===== config.mk =====
export PLATFORM = sky130hd
export DESIGN_NAME = reg_pipe
export DESIGN_NICKNAME = d
export VERILOG_FILES = /design/src/rtl/reg_pipe.sv
export SDC_FILE = /design/constraint.sdc
export NUM_CORES = 1
export LEC_CHECK = 0
export BUFFER_PORTS_ARGS = -buffer_cell sky130_fd_sc_hd__buf_2
export CAP_MARGIN = 20
export CORE_MARGIN = 1
export CORE_UTILIZATION = 48
export CTS_CLUSTER_DIAMETER = 80
export CTS_CLUSTER_SIZE = 30
export DETAILED_ROUTE_END_ITERATION = 8
export GPL_TIMING_DRIVEN = 0
export PLACE_DENSITY_LB_ADDON = 0.2
export SYNTH_ARGS = -nofsm -noshare
export SYNTH_HDL_FRONTEND = slang
export SYNTH_SLANG_ARGS = --single-unit
export TNS_END_PERCENT = 20

===== constraint.sdc =====
create_clock -name clk -period 7.92 [get_ports clk]
set_input_delay 1.584 -clock clk [delete_from_list [all_inputs] [get_ports clk]]
set_output_delay 1.584 -clock clk [all_outputs]
set_load 0.01 [all_outputs]

===== src/rtl/reg_pipe.sv =====
// ----------------------------------------------------------------------------
// reg_pipe : elastic register pipeline of DEPTH stages, WIDTH bits per word.
//
// Each stage holds a data word and a valid bit. A stage advances when it is
// empty or when the stage downstream of it advances, so bubbles are squeezed
// out while the pipe is stalled. With out_ready held high the pipe moves one
// word per cycle and a word reaches out_valid DEPTH cycles after acceptance.
//
// Ports:
//   clk        : clock, all state updates on the rising edge
//   rst        : synchronous active-high reset (highest priority)
//   en         : global enable, 0 freezes all state
//   flush      : synchronous discard of every held word (priority over en)
//   in_data    : upstream word
//   in_valid   : upstream word present
//   in_ready   : pipe accepts a word this cycle
//   out_data   : final-stage word
//   out_valid  : final-stage word present
//   out_ready  : downstream accepts a word
//   count      : number of occupied stages (registered)
//
// Build option:
//   REG_PIPE_CLEAR_DATA_EN : when defined, rst and flush also zero every data
//                            register; otherwise only the valid bits clear.
// ----------------------------------------------------------------------------
module reg_pipe #(
    parameter int WIDTH = 32,
    parameter int DEPTH = 4
) (
    input  logic                       clk,
    input  logic                       rst,
    input  logic                       en,
    input  logic                       flush,
    input  logic [WIDTH-1:0]           in_data,
    input  logic                       in_valid,
    output logic                       in_ready,
    output logic [WIDTH-1:0]           out_data,
    output logic                       out_valid,
    input  logic                       out_ready,
    output logic [$clog2(DEPTH+1)-1:0] count
);

    localparam int CW = $clog2(DEPTH + 1);

    logic [WIDTH-1:0] data_r [DEPTH];
    logic [DEPTH-1:0] valid_r;
    logic [CW-1:0]    count_r;

    logic [DEPTH-1:0] adv_s;
    logic [DEPTH:0]   up_valid_s;
    logic [WIDTH-1:0] up_data_s [DEPTH];
    logic [DEPTH-1:0] valid_nxt_s;
    logic [DEPTH-1:0] load_s;
    logic             accept_s;
    logic             xfer_s;

    // Advance chain: a stage may take a new word if it is empty or its
    // downstream neighbour is itself advancing (last stage looks at out_ready).
    always_comb begin
        adv_s = {DEPTH{1'b0}};
        adv_s[DEPTH-1] = !valid_r[DEPTH-1] || out_ready;
        for (int i = DEPTH - 2; i >= 0; i--) begin
            adv_s[i] = !valid_r[i] || adv_s[i+1];
        end
    end

    // Upstream view of every stage: index i is what feeds stage i.
    always_comb begin
        up_valid_s   = {valid_r, in_valid};
        up_data_s[0] = in_data;
        for (int i = 1; i < DEPTH; i++) begin
            up_data_s[i] = data_r[i-1];
        end
    end

    // Next valid bits and data-load strobes; an advancing stage fed by an
    // empty upstream becomes a bubble and its data register is left alone.
    always_comb begin
        valid_nxt_s = valid_r;
        load_s      = {DEPTH{1'b0}};
        for (int i = 0; i < DEPTH; i++) begin
            if (adv_s[i]) begin
                valid_nxt_s[i] = up_valid_s[i];
                load_s[i]      = up_valid_s[i];
            end else begin
                valid_nxt_s[i] = valid_r[i];
                load_s[i]      = 1'b0;
            end
        end
    end

    // Handshake outputs; out_valid is also masked during flush so nothing
    // is handed downstream in the cycle its word is being discarded.
    always_comb begin
        in_ready  = en && !flush && adv_s[0];
        out_valid = en && !flush && valid_r[DEPTH-1];
        out_data  = data_r[DEPTH-1];
        count     = count_r;
        accept_s  = in_valid && in_ready;
        xfer_s    = out_valid && out_ready;
    end

    // Valid bits and occupancy counter: rst over flush over en.
    always_ff @(posedge clk) begin
        if (rst) begin
            valid_r <= {DEPTH{1'b0}};
            count_r <= {CW{1'b0}};
        end else if (flush) begin
            valid_r <= {DEPTH{1'b0}};
            count_r <= {CW{1'b0}};
        end else if (en) begin
            valid_r <= valid_nxt_s;
            case ({accept_s, xfer_s})
                2'b10:   count_r <= count_r + CW'(1'b1);
                2'b01:   count_r <= count_r - CW'(1'b1);
                default: count_r <= count_r;
            endcase
        end else begin
            valid_r <= valid_r;
            count_r <= count_r;
        end
    end

`ifdef REG_PIPE_CLEAR_DATA_EN
    // Stage data registers, zeroed by rst and flush.
    always_ff @(posedge clk) begin
        if (rst || flush) begin
            for (int i = 0; i < DEPTH; i++) begin
                data_r[i] <= {WIDTH{1'b0}};
            end
        end else if (en) begin
            for (int i = 0; i < DEPTH; i++) begin
                if (load_s[i]) begin
                    data_r[i] <= up_data_s[i];
                end
            end
        end
    end
`else
    // Stage data registers, not reset; the valid bits alone mark content.
    always_ff @(posedge clk) begin
        if (!rst && !flush && en) begin
            for (int i = 0; i < DEPTH; i++) begin
                if (load_s[i]) begin
                    data_r[i] <= up_data_s[i];
                end
            end
        end
    end
`endif

endmodule

==> flow_summary.ini <==
[status]
status = finished clean

[place]
dp_hpwl_mm = 3.478
place.port_buffers = 73
place_congestion = 0.6909
dp.cells = 366
placement.cell_area_um2 = 4892

[critical_path]
cp.arrival_ns = 2.30
crit_slowest_cell = nand4b_2
path_cells = buf_2 -> nand4b_2 -> nor2_2 -> nor2_1 -> buf_2
reg2reg_from = valid_r[2]
criticalPathCategory = in2out
cp_max_fo = 4
cp-start-kind = input pin
cpMostUsedCell = buf_2
endpoint = in_ready
crit_path_end_kind = output pin
cpPeakStageDelay_ns = 0.24
crit_start = out_ready
worstReg2RegEnd = count[2]
worstPathRequired_ns = 6.34
reg2reg_slack_ns = 5.75
reg2reg_depth = 8

[grt]
grtUsageTotal = 0.1284
grt_pass1_wl_mm = 7.997
first_global_vias = 1705
antenna_found_initial = 0
grt_max_degree = 22
overflow = 0

[yosys]
synth-seq-area-share = 0.9307
syn_avg_cell_area_um2 = 24.05
syn_area_um2 = 4280
yosys.area.top_type = edfxtp_1
synth_seq_cells = 135
syn_inst = 178
ys_top_cells_by_area = edfxtp_1 90%, dfxtp_1 3.3%, nor2_1 0.61%
synth_fp_nets = 218
ys_types = 28
synth_top_area_frac = 0.8980
yosys_warnings = 0

[timing]
hold_viol_final = 0
slew_violations = 0
hold_ws_ns = 0.4137
setup_violations = 0
fin_crit_ns = 3.887
fmax_mhz = 257.3
maxSlewHeadroom = 0.4266
rsz0062_at_grt = no
tightest_slew_ns = 0.8579
skew_ns = 0.007998
fin_crit_sh = 0.4908
fin_tns_setup_ns = 0

[die]
core_area_um2 = 8678
row_count = 34
dieWidth_um = 96.43
die_h_um = 96.43
initial_core_util = 0.4932
design.die.area_um2 = 9299
io_pins = 75

[drt]
vias_per_cell = 4.673
drc = 0
wl_per_cell_um = 13.32
vias = 1860
detail-route-antenna-nets = 0
dr.first_iter.drc_count = 121
first_pass_iters = 4
drt_wl_total_mm = 5.301

[flow_run]
max_cap_violations = 0

[clock_network]
cts_resized = 0
cts_sinks = 135
postCtsSetupBuffers = 0
cts_inserted_buffers = 17
htree_levels = 4
clockBufferDepth = 2
cts_tree = done
clk_pin_slew_worst_paths_ns = 0.06
clk-insertion-delay-late_ns = 0.50
root_buffer = clkbuf_8
cts_hold_buf = 0

[hold_path]
min_path_type = reg2reg
whs_path_depth = 0

[finish]
fin_area_um2 = 5435
drive_gt1_frac = 0.4103
layout.cells.non_filler = 398
fin_nets = 317
area_delta_synth_final_pct = 26.98
n_antenna_cell = 0

[power]
power.density_nw_per_um2 = 275.7
totalPowerFinal_uw = 1498
cellLeakagePower_uw = 0.001940
peakVddDrop_uv = 151.7
==> registers in the layout, summed over array words and instances (netlist names) <==
name / cells
count: 3
data_r: 128
valid_r: 4
==> metal layers <==
| metal | part of all wire | global-route usage | routed length (um) | vias up |
|---|---|---|---|---|
| met2 | 0.54 | 0.2063 | 2842 | 58 |
| met3 | 0.054 | 0.05556 | 285 | 13 |
| met1 | 0.39 | 0.1337 | 2056 | 892 |
| met4 | 0.022 | 0.09559 | 117 | 0 |
| met5 | 0 | 0 | 0 | - |
| li1 | - | - | - | 897 |
==> layout by cell type, fill, tap and decap left out, drive strengths merged, types with 2 or more instances in the layout <==
cell,instances
a21oi,2
buf,82
mux2i,2
clkinvlp,5
and3,3
nor2,8
inv,7
edfxtp,128
clkbuf,18
nand2,4
clkinv,5
dfxtp,7
a211oi,2
==> critical path: cells and delay by family <==
family        cells  cell delay [ns]
buf+inv           2             0.25
simple gates      3             0.46
==> where the power goes <==
part | total [uW] | switching, uW | internal, uW | leakage [uW]
clock | 698 | 282 | 416 | 0.000252
sequential | 782 | 1.45 | 781 | 0.00121
combinational | 18.1 | 8.53 | 9.55 | 0.000479
==> final cells by class <==
type                            count  area, um2
Fill cell                         640       3243
Buffer                              2      18.77
Inverter                            4      15.01
Tap cell                          108      135.1
Clock buffer                       18      417.9
Sequential cell                   135       3984
Multi-Input combinational cell     37      274.0
Clock inverter                     14      125.1
Timing Repair Buffer               80      465.4
==> kinds of logic after synthesis <==
kind of cell / count (synthesis) / synth area share
AND/OR/NAND/NOR: 24 / 0.03187
multiplexers: 2 / 0.004677
buffers and inverters: 6 / 0.007892
AO/OA/AOI/OAI: 7 / 0.01315
flip-flops: 135 / 0.9307
XOR/XNOR: 2 / 0.004093
adder cells (fa/ha/maj): 2 / 0.007600
==> worst min-delay path by stage <==
stage               slack [ns]       endpoint           from
detailed placement        0.40  data_r[1][11]  data_r[0][11]
CTS                       0.41  data_r[2][26]  data_r[1][26]
finish                    0.41  data_r[2][26]  data_r[1][26]
global route              0.42  data_r[2][11]  data_r[1][11]
global placement          0.40  data_r[1][27]  data_r[0][27]
floorplan                 0.40   data_r[1][0]   data_r[0][0]
==> metrics by stage <==
step | utilization | worst slack (ns)
finish | 0.6263 | 4.033
global route | 0.6263 | 3.968
CTS | 0.6263 | 4.028
detailed placement | 0.5637 | 4.030
global placement | 0.5509 | 0.7369
floorplan | - | 2.217
==> cells in the mapped netlist <==
cell type,n
edfxtp_1,128
dfxtp_1,7
nor2_1,7
inv_1,4
nand2_1,4
and3_1,3
a211oi_2,2
a21oi_1,2
mux2i_1,2
a22oi_1,1
a31o_1,1
and2_1,1
and2b_4,1
buf_4,1
buf_6,1
fa_1,1
ha_1,1
nand2b_1,1
nand4b_2,1
nor2_2,1
nor2b_1,1
nor3_1,1
nor4b_1,1
o21ai_1,1
or2_1,1
or3_1,1
xnor2_1,1
xor2_1,1
Note: power is estimated with default switching activity, not from simulation.
